[src/rtl/hazard_fwd_ctrl_pkg.sv]
// hazard_fwd_ctrl_pkg
// Shared definitions for the pipeline hazard/forwarding controller:
//   - forwarding mux select codes (operand muxes in EX)
//   - destination-register mux codes (regdst)
//   - slot_t, the per-stage record tracked for EX, MEM and WB
//   - slot_is_writer(), which decides whether a slot will really update the
//     register file
package hazard_fwd_ctrl_pkg;

  // Operand-forwarding mux select codes. Code 2'b11 is never produced.
  localparam logic [1:0] FWD_REG   = 2'b00;
  localparam logic [1:0] FWD_EXMEM = 2'b01;
  localparam logic [1:0] FWD_MEMWB = 2'b10;

  // Destination-register mux codes.
  localparam logic [1:0] REGDST_RT   = 2'b00;
  localparam logic [1:0] REGDST_RD   = 2'b01;
  localparam logic [1:0] REGDST_RA   = 2'b10;
  localparam logic [1:0] REGDST_ZERO = 2'b11;

  // Register-address width of the slot record. The top casts into and out of
  // this width so that its REG_W parameter stays the single point of control.
  localparam int SLOT_DEST_W = 5;

  typedef struct packed {
    logic                   valid;
    logic                   regwrite;
    logic                   memread;
    logic [SLOT_DEST_W-1:0] dest;
  } slot_t;

  // Writes to register 0 are discarded by the register file, so a slot
  // targeting r0 must never be treated as a forwarding source or hazard.
  function automatic logic slot_is_writer(input slot_t s);
    return s.valid && s.regwrite && (s.dest != '0);
  endfunction

endpackage

[src/rtl/hazard_fwd_ctrl_fwd_sel_calc.sv]
// fwd_sel_calc
// Combinational per-operand forwarding comparator, evaluated while the
// consumer is still in ID (its result is registered into EX by the top).
// Ports:
//   uses_src   - consumer actually reads this operand
//   src        - consumer source register
//   ex_writer  - instruction currently in EX will write a nonzero register
//   ex_memread - that instruction is a load
//   ex_dest    - its destination register
//   mem_writer - instruction currently in MEM will write a nonzero register
//   mem_dest   - its destination register
//   sel        - forwarding select code for the consumer's EX cycle
module fwd_sel_calc
  import hazard_fwd_ctrl_pkg::*;
#(
  parameter int REG_W = 5
) (
  input  logic             uses_src,
  input  logic [REG_W-1:0] src,
  input  logic             ex_writer,
  input  logic             ex_memread,
  input  logic [REG_W-1:0] ex_dest,
  input  logic             mem_writer,
  input  logic [REG_W-1:0] mem_dest,
  output logic [1:0]       sel
);

  // The producer now in EX will sit in EX/MEM when the consumer reaches EX,
  // and the producer now in MEM will sit in MEM/WB. The nearer one holds the
  // newer value, so it is tested first. A load in EX has no result at the
  // EX/MEM register yet; the load-use stall covers that case instead.
  always_comb begin
    sel = FWD_REG;
    if (uses_src) begin
      if (ex_writer && !ex_memread && (ex_dest == src)) begin
        sel = FWD_EXMEM;
      end else if (mem_writer && (mem_dest == src)) begin
        sel = FWD_MEMWB;
      end
    end
  end

endmodule

[src/rtl/hazard_fwd_ctrl.sv]
// hazard_fwd_ctrl
// Hazard detection and forwarding control for the 5-stage pipeline. Tracks
// the destination of each in-flight instruction through EX, MEM and WB,
// produces registered forwarding selects for the EX operand muxes, the
// registered destination-mux select, load-use stalls and a stall counter.
// Ports:
//   clk, reset          - clock and synchronous active-high reset
//   id_*                - decoded fields of the instruction in ID
//   flush               - taken branch; kills the ID instruction
//   stall               - freeze PC and IF/ID, bubble into EX
//   ex_fwd_a_sel/b_sel  - operand forwarding selects for the EX-stage muxes
//   ex_regdst_sel       - destination-mux select for the EX-stage instruction
//   wb_dest/wb_regwrite - register-file write port address and enable
//   stall_count         - saturating count of stall cycles
module hazard_fwd_ctrl
  import hazard_fwd_ctrl_pkg::*;
#(
  parameter int REG_W = 5,
  parameter int CNT_W = 16
) (
  input  logic             clk,
  input  logic             reset,
  input  logic             id_valid,
  input  logic [REG_W-1:0] id_rs,
  input  logic [REG_W-1:0] id_rt,
  input  logic [REG_W-1:0] id_rd,
  input  logic             id_uses_rs,
  input  logic             id_uses_rt,
  input  logic             id_regwrite,
  input  logic             id_memread,
  input  logic [1:0]       id_regdst,
  input  logic             flush,
  output logic             stall,
  output logic [1:0]       ex_fwd_a_sel,
  output logic [1:0]       ex_fwd_b_sel,
  output logic [1:0]       ex_regdst_sel,
  output logic [REG_W-1:0] wb_dest,
  output logic             wb_regwrite,
  output logic [CNT_W-1:0] stall_count
);

  slot_t            ex_q, ex_d, mem_q, mem_d, wb_q, wb_d;
  logic [1:0]       fwd_a_q, fwd_a_d, fwd_b_q, fwd_b_d;
  logic [1:0]       regdst_q, regdst_d;
  logic [CNT_W-1:0] stall_count_q, stall_count_d;

  logic [REG_W-1:0] id_dest, ex_dest, mem_dest;
  logic             ex_writer, mem_writer, hazard, advance;
  logic [1:0]       sel_a, sel_b;
  logic             unused_wb_memread;

  // Resolve the ID instruction's destination with the same code that later
  // steers the destination mux, so tracking and datapath always agree.
  always_comb begin
    id_dest = '0;
    case (id_regdst)
      REGDST_RT:   id_dest = id_rt;
      REGDST_RD:   id_dest = id_rd;
      REGDST_RA:   id_dest = REG_W'(31);
      REGDST_ZERO: id_dest = '0;
      default:     id_dest = '0;
    endcase
  end

  assign ex_dest    = REG_W'(ex_q.dest);
  assign mem_dest   = REG_W'(mem_q.dest);
  assign ex_writer  = slot_is_writer(ex_q);
  assign mem_writer = slot_is_writer(mem_q);

  // A load in EX whose result the ID instruction needs cannot be forwarded
  // in time; one bubble moves the load to MEM where MEM/WB can supply it.
  assign hazard = id_valid && ex_writer && ex_q.memread &&
                  ((id_uses_rs && (id_rs == ex_dest)) ||
                   (id_uses_rt && (id_rt == ex_dest)));

  // A taken branch kills the consumer, so there is nothing left to stall.
  assign stall   = hazard && !flush;
  assign advance = id_valid && !flush && !hazard;

  fwd_sel_calc #(.REG_W(REG_W)) u_fwd_a (
    .uses_src   (id_uses_rs),
    .src        (id_rs),
    .ex_writer  (ex_writer),
    .ex_memread (ex_q.memread),
    .ex_dest    (ex_dest),
    .mem_writer (mem_writer),
    .mem_dest   (mem_dest),
    .sel        (sel_a)
  );

  fwd_sel_calc #(.REG_W(REG_W)) u_fwd_b (
    .uses_src   (id_uses_rt),
    .src        (id_rt),
    .ex_writer  (ex_writer),
    .ex_memread (ex_q.memread),
    .ex_dest    (ex_dest),
    .mem_writer (mem_writer),
    .mem_dest   (mem_dest),
    .sel        (sel_b)
  );

  // Next-state for the slot pipeline and the EX-stage selects. MEM and WB
  // always shift; EX either takes the ID instruction with its selects or
  // becomes a bubble with all selects at 00. The stall counter sticks at
  // all-ones instead of wrapping.
  always_comb begin
    mem_d         = ex_q;
    wb_d          = mem_q;
    ex_d          = '0;
    fwd_a_d       = FWD_REG;
    fwd_b_d       = FWD_REG;
    regdst_d      = REGDST_RT;
    stall_count_d = stall_count_q;

    if (advance) begin
      ex_d.valid    = 1'b1;
      ex_d.regwrite = id_regwrite;
      ex_d.memread  = id_memread;
      ex_d.dest     = SLOT_DEST_W'(id_dest);
      fwd_a_d       = sel_a;
      fwd_b_d       = sel_b;
      regdst_d      = id_regdst;
    end

    if (stall && (stall_count_q != '1)) begin
      stall_count_d = stall_count_q + 1'b1;
    end
  end

  // State registers with synchronous reset; reset empties every slot so no
  // hazard or forwarding can fire in the following cycle.
  always_ff @(posedge clk) begin
    if (reset) begin
      ex_q          <= '0;
      mem_q         <= '0;
      wb_q          <= '0;
      fwd_a_q       <= FWD_REG;
      fwd_b_q       <= FWD_REG;
      regdst_q      <= REGDST_RT;
      stall_count_q <= '0;
    end else begin
      ex_q          <= ex_d;
      mem_q         <= mem_d;
      wb_q          <= wb_d;
      fwd_a_q       <= fwd_a_d;
      fwd_b_q       <= fwd_b_d;
      regdst_q      <= regdst_d;
      stall_count_q <= stall_count_d;
    end
  end

  // The load flag has no consumer once an instruction reaches WB.
  assign unused_wb_memread = wb_q.memread;

  assign ex_fwd_a_sel  = fwd_a_q;
  assign ex_fwd_b_sel  = fwd_b_q;
  assign ex_regdst_sel = regdst_q;
  assign wb_dest       = REG_W'(wb_q.dest);
  assign wb_regwrite   = wb_q.valid && wb_q.regwrite;
  assign stall_count   = stall_count_q;

endmodule

[config.mk]
export PLATFORM = sky130hd
export DESIGN_NAME = hazard_fwd_ctrl
export DESIGN_NICKNAME = d
export VERILOG_FILES = /design/src/rtl/hazard_fwd_ctrl_pkg.sv /design/src/rtl/hazard_fwd_ctrl_fwd_sel_calc.sv /design/src/rtl/hazard_fwd_ctrl.sv
export SDC_FILE = /design/constraint.sdc
export NUM_CORES = 1
export LEC_CHECK = 0
export CAP_MARGIN = 10
export CORE_MARGIN = 1
export CORE_UTILIZATION = 48
export DETAILED_ROUTE_END_ITERATION = 6
export GPL_ROUTABILITY_DRIVEN = 1
export HOLD_SLACK_MARGIN = 0.12
export MAX_ROUTING_LAYER = met4
export PLACE_DENSITY = 0.78
export SLEW_MARGIN = 20
export SYNTH_ARGS = -nofsm -noshare
export SYNTH_HDL_FRONTEND = slang
export SYNTH_SLANG_ARGS = --single-unit
[constraint.sdc]
create_clock -name clk -period 2.4 [get_ports clk]
set_input_delay 0.36 -clock clk [delete_from_list [all_inputs] [get_ports clk]]
set_output_delay 0.36 -clock clk [all_outputs]
set_load 0.05 [all_outputs]
==> impl_metrics.toml, run 1 <==
[synthesis]
synth_edf_count = 0
synth_area_leaders = "dfxtp_1 (44%), xor2_1 (9.6%), nor2b_1 (4.4%)"
synth_seq_cells = 44
yosysWarnings = 0
yosysTopAreaCellShare_pct = 44.0
synthFlopType = "dfxtp_1"
synth_cells = 214
synth_most_common_cell = "dfxtp_1"
synth_area_sq_um = 2000
synthTopCellsByCount = "dfxtp_1 (44), xor2_1 (22), nor2b_1 (14)"
syn_avg_cell_area_sq_um = 9.35
async_reset_ff_share_pct = 0
syn_nets = 240
synth_cell_type_count = 42
yosys.area.top_type = "dfxtp_1"
yosysSeqAreaShare_pct = 44.0

[detailed_routing]
via_per_inst = 5.33
antenna_left = 0
wirelength_um = 4420
drc = 0
first_pass_iters = 4
drtIter0Drc = 114
via_count = 1723
wl_per_cell_um = 13.7

[clock_network]
clk_pin_slew_worst_paths_ns = 0.08
cts_buffers = 5
cts_max_path_buffers = 2
cts_htree_levels = 2
hold_buffers = 0
clk-insertion-delay-late_ns = 0.30
numClockSinks = 44
cts_tree = "yes"
cts_root_buffer = "clkbuf_8"

[timing]
finalSetupViolations = 0
fin_crit_ns = 2.26
clock_skew_ns = 0.00577
slew_violations = 0
fin_hold_ws_ns = 0.471
fin_crit_sh_pct = 94.3
relSlewSlack_pct = 58.6
fmax_ghz = 0.442
hold_violations = 0
tightest_slew_ns = 0.612
grt_setup_unrepaired = "false"
setup_ws_ns = 0.138

[worst_setup_path]
path_cells = "clkdlybuf4s50_1 -> xor2_1 -> nor3_2 -> a32o_4 -> and2_2 -> buf_12"
criticalPathCategory = "in2out"
crit_slowest_cell = "clkdlybuf4s50_1"
crit_fanout = 8
cp.required_ns = 2.04
cp_slowest_stage_delay_ns = 0.47
cp-start-kind = "input pin"
cp_num_buf_inv = 2
path_delay_family = "buffers and inverters"
critPathCaptureType = "output port"
cp.arrival_ns = 1.90

[global_routing]
grtUsageMet3_pct = 3.08
antenna_found_initial = 0
grt_pass1_vias = 1611
grtUsageMet2_pct = 34.6
grt_pass1_wl_um = 7290
grtUsageTotal_pct = 22.5
overflow = 0
top_usage_layer = "met2"
grt_max_degree = 18
grtUsageMet1_pct = 29.1

[layout]
multi_input_area_sq_um = 1020
syn2layout_area_growth_pct = 34.6
final_util_pct = 67.3
layout-drive-gt1-share_pct = 11.0
finalNonFillerCells = 323
final_net_count = 299
seq_area_sq_um = 881
num-fill-cells = 346
antenna_cells = 0

[floorplanning]
die_x_um = 66.6
num_io_pins = 54
dieHeight_um = 66.6
core-area_sq_um = 4000
fp-row-count = 23
dieArea_sq_um = 4430
initial_core_util_pct = 50.0

[place]
dp_cells = 316
numPortBuffers = 53
routabilityCongestion = 1.01
place_ws_ns = -0.0195
hpwl_um = 3430

[hold_path]
hp-class = "reg2reg"

[pwr]
total_power_mw = 1.31
ir_worst_vdd_uv = 339
power-per-cell-area_nw_per_um2 = 487
p_leak_nw = 1.01

[flow_run]
maxCapViolCount = 0

[status]
outcome = "complete, no violations"
## per-stage QoR
| step | TNS (ns) | instance area, sq um |
|---|---|---|
| 5_1_grt | 0 | 2690 |
| 3_5_place_dp | -0.0195 | 2620 |
| 3_3_place_gp | 0 | 2620 |
| 2_1_floorplan | 0 | 2000 |
| 6_report | 0 | 2690 |
| 4_1_cts | 0 | 2690 |
## layer usage
metal / vias to the layer above / share of wire (%)
li1: 864 / -
met1: 803 / 48
met2: 46 / 45
met3: 10 / 4.6
met4: 0 / 2.1
met5: - / 0
## cells in the final DEF (no fill, tap or decap), drive strengths merged
master / n
o311a: 5
clkdlybuf4s50: 52
a31oi: 1
or3: 4
nand2: 8
ha: 1
inv: 8
and3: 4
clkinv: 1
o21ai: 11
mux2: 1
xnor2: 3
o2111ai: 1
nand2b: 2
nand4: 3
buf: 12
a21oi: 8
o31ai: 3
and2: 7
nor3b: 1
nor4: 5
xor2: 22
a311oi: 2
a211oi: 1
nor4b: 1
a32o: 1
nor2: 12
a21boi: 1
or2: 2
mux2i: 1
and3b: 1
nor3: 8
dfxtp: 44
nand3: 12
clkbuf: 6
nor2b: 14
or4: 4
## power breakdown
group	switching [mW]	internal (mW)	total (mW)
registers	0.00863	0.738	0.747
logic	0.0616	0.0710	0.133
clock network	0.235	0.198	0.432
total	0.305	1.01	1.31
## flip-flops by register name, indices dropped and copies added, names as in the netlist
signal,cells
ex_dest,5
mem_q,2
ex_fwd_b_sel,2
ex_q,3
wb_dest,5
ex_regdst_sel,2
wb_q,2
mem_dest,5
ex_fwd_a_sel,2
stall_count,16
## cell type report
| cell class | instances | share of cell area (%) |
|---|---|---|
| sequential | 44 | 32.7 |
| inverter | 8 | 1.11 |
| tap | 50 | 2.32 |
| timing repair buffer | 64 | 23.1 |
| clock inverter | 1 | 0.186 |
| multi-input combinational | 150 | 37.9 |
| clock buffer | 6 | 2.69 |
## what timing repair did
action / 4_1_cts / 5_1_grt
setup buffers: 0 / 0
endpoints found under the setup margin: 0 / 1
gates resized for setup: 0 / 1
## kinds of logic (layout without fill, tap and decap cells)
logic type,count (synthesis),in the layout,synth area share [%]
compound gates,34,34,12.9
xor+xnor,25,25,10.9
fa+ha+maj,1,1,0.625
buf+inv,20,79,5.13
flops,44,44,44.0
mux,2,2,1.06
simple gates,88,88,25.3
## final timing paths
| check | to | from | slack (ns) | cells after the start |
|---|---|---|---|---|
| setup reg to reg | stall_count[1] | stall_count[0] | 0.32 | 8 |
| setup / recovery | stall | id_rs[1] | 0.14 | 6 |
| hold / removal | wb_q[6] | mem_q[6] | 0.47 | 1 |
| hold reg to reg | wb_q[6] | mem_q[6] | 0.47 | 1 |
Power figures use the tool's default switching activity.
==> run 2: changes to the inputs <==
--- a/config.mk
+++ b/config.mk
@@ -6,6 +6,7 @@
 export NUM_CORES = 1
 export LEC_CHECK = 0
 export CAP_MARGIN = 10
+export CORE_ASPECT_RATIO = 0.5
 export CORE_MARGIN = 1
 export CORE_UTILIZATION = 48
 export DETAILED_ROUTE_END_ITERATION = 6
@@ -17,3 +18,4 @@
 export SYNTH_ARGS = -nofsm -noshare
 export SYNTH_HDL_FRONTEND = slang
 export SYNTH_SLANG_ARGS = --single-unit
+export TNS_END_PERCENT = 20
==> impl_metrics.toml, run 2 (same netlist as run 1, synthesis figures left out) <==
[clock_network]
clk_pin_slew_worst_paths_ns = 0.07
cts_tree = "yes"
cts_htree_levels = 2
postCtsSetupBuffers = 0
cts_buffers = 5
clk-insertion-delay-late_ns = 0.30
cts-resized-gates = 0
cts_root_buffer = "clkbuf_8"
numClockSinks = 44
cts_max_path_buffers = 2
hold_buffers = 0

[layout]
layout-drive-gt1-share_pct = 11.1
final_net_count = 297
largest_reg_flops = 16
multi_input_area_sq_um = 1020
layout_commonest_cell = "clkdlybuf4s50_1"
antenna_cells = 0
num-fill-cells = 316
layout_common_cells = "clkdlybuf4s50_1 (52), dfxtp_1 (44), xor2_1 (22)"
syn2layout_area_growth_pct = 35.3
finalNonFillerCells = 325
seq_area_sq_um = 881

[timing]
slew_violations = 0
setup-tns-final_ns = 0
grt_setup_unrepaired = "false"
tightest_slew_ns = 0.503
clock_skew_ns = 0.00806
hold_violations = 0
relSlewSlack_pct = 66.3
finalSetupViolations = 0
fin_crit_sh_pct = 96.7
fmax_ghz = 0.431
fin_crit_ns = 2.32

[detailed_routing]
drtIter0Drc = 30
highest_layer = "met4"
drc = 0
antenna_left = 0
first_pass_iters = 4
wl_met3_um = 162
wl_per_cell_um = 13.5
via_count = 1698
dr_wl_met2_um = 2060
via_per_inst = 5.22
wirelength_um = 4380
m1WireLength_um = 2120

[worst_setup_path]
criticalPathCategory = "in2out"
cp.required_ns = 2.04
path_cells = "clkdlybuf4s50_1 -> xor2_1 -> nor3_2 -> a32o_4 -> and2_2 -> buf_12"
cp-start-kind = "input pin"
crit_slowest_cell = "clkdlybuf4s50_1"
crit_fanout = 8
critPathCaptureType = "output port"
cp.arrival_ns = 1.96
cp_slowest_stage_delay_ns = 0.53

[flow_run]
maxCapViolCount = 0

[pwr]
ir_worst_vdd_uv = 228
p_leak_nw = 1.02
p_sw_uw = 315
p_clk_share_pct = 36.4
power-per-cell-area_nw_per_um2 = 509
seqPwrFrac_pct = 54.2
internal_power_mw = 1.06
p_comb_share_pct = 9.4
switching_share_pct = 22.8

[place]
hpwl_um = 3280
routabilityCongestion = 0.849
dp_cells = 318
numPortBuffers = 53

[status]
outcome = "complete, no violations"

[floorplanning]
initial_core_util_pct = 50.8
num_io_pins = 54
die_x_um = 93.3
dieArea_sq_um = 4450
core-area_sq_um = 3940
dieHeight_um = 47.7
fp-row-count = 16

[global_routing]
grtUsageTotal_pct = 21.1
grt_pass1_vias = 1492
antenna_found_initial = 0
grt_max_degree = 13
overflow = 0
grt_pass1_wl_um = 6770

[hold_path]
hp-class = "reg2reg"
run 2: changes by cell type in the layout (fill, tap and decap cells not counted):
| cell | previous run | this run |
|---|---|---|
| buf_4 | 11 | 9 |
| clkbuf_1 | 1 | 0 |
| clkbuf_8 | 5 | 7 |
| clkinv_2 | 1 | 0 |
| nor3_1 | 7 | 6 |
| nor3_2 | 1 | 2 |
run 2: path summary, 6_finish.rpt:
kind	from	endpoint	slack, ns	cells past startpoint
setup / recovery	id_rs[3]	stall	0.08	6
hold / removal	mem_q[7]	wb_q[7]	0.47	1
setup reg to reg	stall_count[0]	stall_count[1]	0.27	8
hold reg to reg	mem_q[7]	wb_q[7]	0.47	1
run 2: through the flow:
stage	utilization (%)	instance area [sq um]	setup WS, ns	power, mW	hold slack, ns
after floorplan	-	2000	0.214	0.822	0.438
after global placement	66.1	2610	0.0745	0.889	0.458
after detailed placement	66.1	2610	0.0251	0.892	0.457
after CTS	68.5	2700	0.0660	1.38	0.470
after global routing	68.7	2710	0.0334	1.43	0.491
final	68.7	2710	0.0800	1.38	0.467
run 2: routing by layer:
layer | vias to the layer above | GRT usage [%]
met5 | - | -
met2 | 39 | 36.9
met3 | 5 | 4.76
li1 | 860 | -
met4 | 0 | 6.77
met1 | 794 | 25.2
run 2: layout make-up:
class / count / share of cell area, %
inverter: 8 / 1.11
timing repair buffer: 62 / 22.5
multi-input combinational: 150 / 37.8
tap: 54 / 2.50
sequential: 44 / 32.5
clock buffer: 7 / 3.56
run 2: worst max-delay path: cells and delay by family:
| kind | cells | cell delay, ns |
|---|---|---|
| simple gates | 2 | 0.30 |
| buf+inv | 2 | 0.68 |
| compound gates | 1 | 0.36 |
| xor+xnor | 1 | 0.25 |
run 2: power by group through the flow:
stage | logic, mW | clock network (mW) | registers [mW]
final | 0.130 | 0.502 | 0.747
after CTS | 0.129 | 0.506 | 0.747
after detailed placement | 0.128 | 0 | 0.764
after global routing | 0.140 | 0.539 | 0.748
after floorplan | 0.0576 | 0 | 0.765
after global placement | 0.125 | 0 | 0.764
==> run 3: changes to the inputs <==
--- a/config.mk
+++ b/config.mk
@@ -5,15 +5,17 @@
 export SDC_FILE = /design/constraint.sdc
 export NUM_CORES = 1
 export LEC_CHECK = 0
+export ABC_AREA = 1
 export CAP_MARGIN = 10
 export CORE_ASPECT_RATIO = 0.5
 export CORE_MARGIN = 1
-export CORE_UTILIZATION = 48
+export CORE_UTILIZATION = 49
 export DETAILED_ROUTE_END_ITERATION = 6
 export GPL_ROUTABILITY_DRIVEN = 1
 export HOLD_SLACK_MARGIN = 0.12
 export MAX_ROUTING_LAYER = met4
 export PLACE_DENSITY = 0.78
+export SKIP_LAST_GASP = 1
 export SLEW_MARGIN = 20
 export SYNTH_ARGS = -nofsm -noshare
 export SYNTH_HDL_FRONTEND = slang
==> impl_metrics.toml, run 3 <==
[status]
violations = "design-rule violations"
outcome = "finished, violations left"

[worst_setup_path]
cp.arrival_ns = 1.79
crit_fanout = 3
r2r_slack_ns = 0.67
cp-start-kind = "input pin"
cp.required_ns = 2.04
criticalPathCategory = "in2out"
critPathCaptureType = "output port"

[synthesis]
synth_cells = 336
yosysSeqAreaShare_pct = 38.9
synth_edf_count = 0
synth_most_common_cell = "nor2_1"
synth_seq_cells = 44
syn_nets = 362
async_reset_ff_share_pct = 0
synthTopCellsByCount = "nor2_1 (79), nand2_1 (72), inv_1 (56)"
yosysTopAreaCellShare_pct = 38.9
syn_avg_cell_area_sq_um = 6.74
synth_cell_type_count = 31
synth_area_leaders = "dfxtp_1 (39%), nor2_1 (13%), nand2_1 (12%)"
synthFlopType = "dfxtp_1"
yosys.area.top_type = "dfxtp_1"
yosysWarnings = 0
synth_area_sq_um = 2260

[detailed_routing]
via_per_inst = 4.73
wirelength_um = 4880
drc = 4
via_count = 2118
drtIter0Drc = 52
antenna_left = 0
first_pass_iters = 6
wl_per_cell_um = 10.9

[clock_network]
clk_pin_slew_worst_paths_ns = 0.09
numClockSinks = 44
cts_buffers = 5
cts_root_buffer = "clkbuf_8"
postCtsSetupBuffers = 0
hold_buffers = 0
cts-resized-gates = 0
cts_htree_levels = 2
cts_tree = "yes"
clk-insertion-delay-late_ns = 0.30
cts_max_path_buffers = 2

[timing]
fin_crit_ns = 2.15
setup_ws_ns = 0.250
tightest_slew_ns = 0.562
relSlewSlack_pct = 62.5
slew_violations = 0
clock_skew_ns = 0.00920
fin_crit_sh_pct = 89.6
setup-tns-final_ns = 0
fin_hold_ws_ns = 0.427
fmax_ghz = 0.465
finalSetupViolations = 0
hold_violations = 0
grt_setup_unrepaired = "false"

[global_routing]
grt_max_degree = 18
grt_pass1_wl_um = 8390
antenna_found_initial = 0
grtUsageTotal_pct = 22.1
grt_pass1_vias = 1966
overflow = 0

[floorplanning]
die_x_um = 98.1
fp-row-count = 17
core-area_sq_um = 4420
dieHeight_um = 50.1
dieArea_sq_um = 4910
initial_core_util_pct = 51.2
num_io_pins = 54

[place]
routabilityCongestion = 0.845
numPortBuffers = 53
dpl_cell_area_sq_um = 2840
hpwl_um = 3690
place_ws_ns = 0.224

[layout]
layout-drive-gt1-share_pct = 6.91
finalInstanceArea_sq_um = 2960
layout_commonest_cell = "nor2_1"
largest_reg_flops = 16
num-fill-cells = 374
layout_common_cells = "nor2_1 (79), nand2_1 (72), inv_1 (56)"
syn2layout_area_growth_pct = 30.6
antenna_cells = 0
final_net_count = 416

[pwr]
power-per-cell-area_nw_per_um2 = 502
ir_worst_vdd_uv = 348
p_leak_nw = 1.27

[hold_path]
hp-class = "reg2reg"

[flow_run]
maxCapViolCount = 0
-- run 3: path summary, 6_finish.rpt --
path         startpoint        endpoint  cells past startpoint
max            id_rs[1]           stall                     10
min            mem_q[7]         wb_q[7]                      2
max reg2reg  ex_dest[1]  stall_count[3]                     10
min reg2reg    mem_q[7]         wb_q[7]                      2
-- run 3: where the power goes --
| part | leakage, nW | internal (mW) | total (mW) | switching (mW) |
|---|---|---|---|---|
| registers | 0.356 | 0.738 | 0.745 | 0.00666 |
| logic | 0.848 | 0.0663 | 0.139 | 0.0728 |
| clock network | 0.0614 | 0.340 | 0.599 | 0.259 |
-- run 3: cell type report --
cell class | instances | area [sq um] | area share [%]
well taps | 57 | 71.3 | 2.41
clock inverters | 2 | 38.8 | 1.31
multi-input cells | 222 | 1080 | 36.6
flip-flops and latches | 44 | 881 | 29.8
clock buffers | 6 | 82.6 | 2.79
inverters | 59 | 221 | 7.49
repair buffers | 58 | 578 | 19.6
-- run 3: logic make-up (layout without fill, tap and decap cells) --
| family | Yosys count | count (layout) | share of synthesized area [%] |
|---|---|---|---|
| simple gates | 193 | 193 | 39.0 |
| flops | 44 | 44 | 38.9 |
| compound gates | 18 | 18 | 4.42 |
| xor+xnor | 10 | 10 | 3.87 |
| buf+inv | 70 | 125 | 13.2 |
| fa+ha+maj | 1 | 1 | 0.553 |
-- run 3: metrics by stage --
stage               std cells  power (mW)  utilization [%]
global route              448        1.54             66.8
global placement          440       0.898             64.1
detailed placement        440       0.900             64.1
finish                    448        1.48             66.8
floorplan                 336       0.836                -
CTS                       448        1.49             66.8
-- run 3: per-layer routing --
metal	vias to the layer above	global-route usage, %	routed length [um]
met2	33	37.6	2420
met3	4	5.25	151
met4	0	5.56	29
met5	-	-	0
met1	957	26.6	2290
li1	1124	-	-
-- run 3: critical path: stages --
cell             delay, ns
clkdlybuf4s50_1       0.51
inv_1                 0.07
nand2_1               0.06
nand2_1               0.05
nor2_1                0.17
nand4_1               0.14
nand2_2               0.11
nand3_2               0.08
inv_1                 0.11
buf_12                0.14
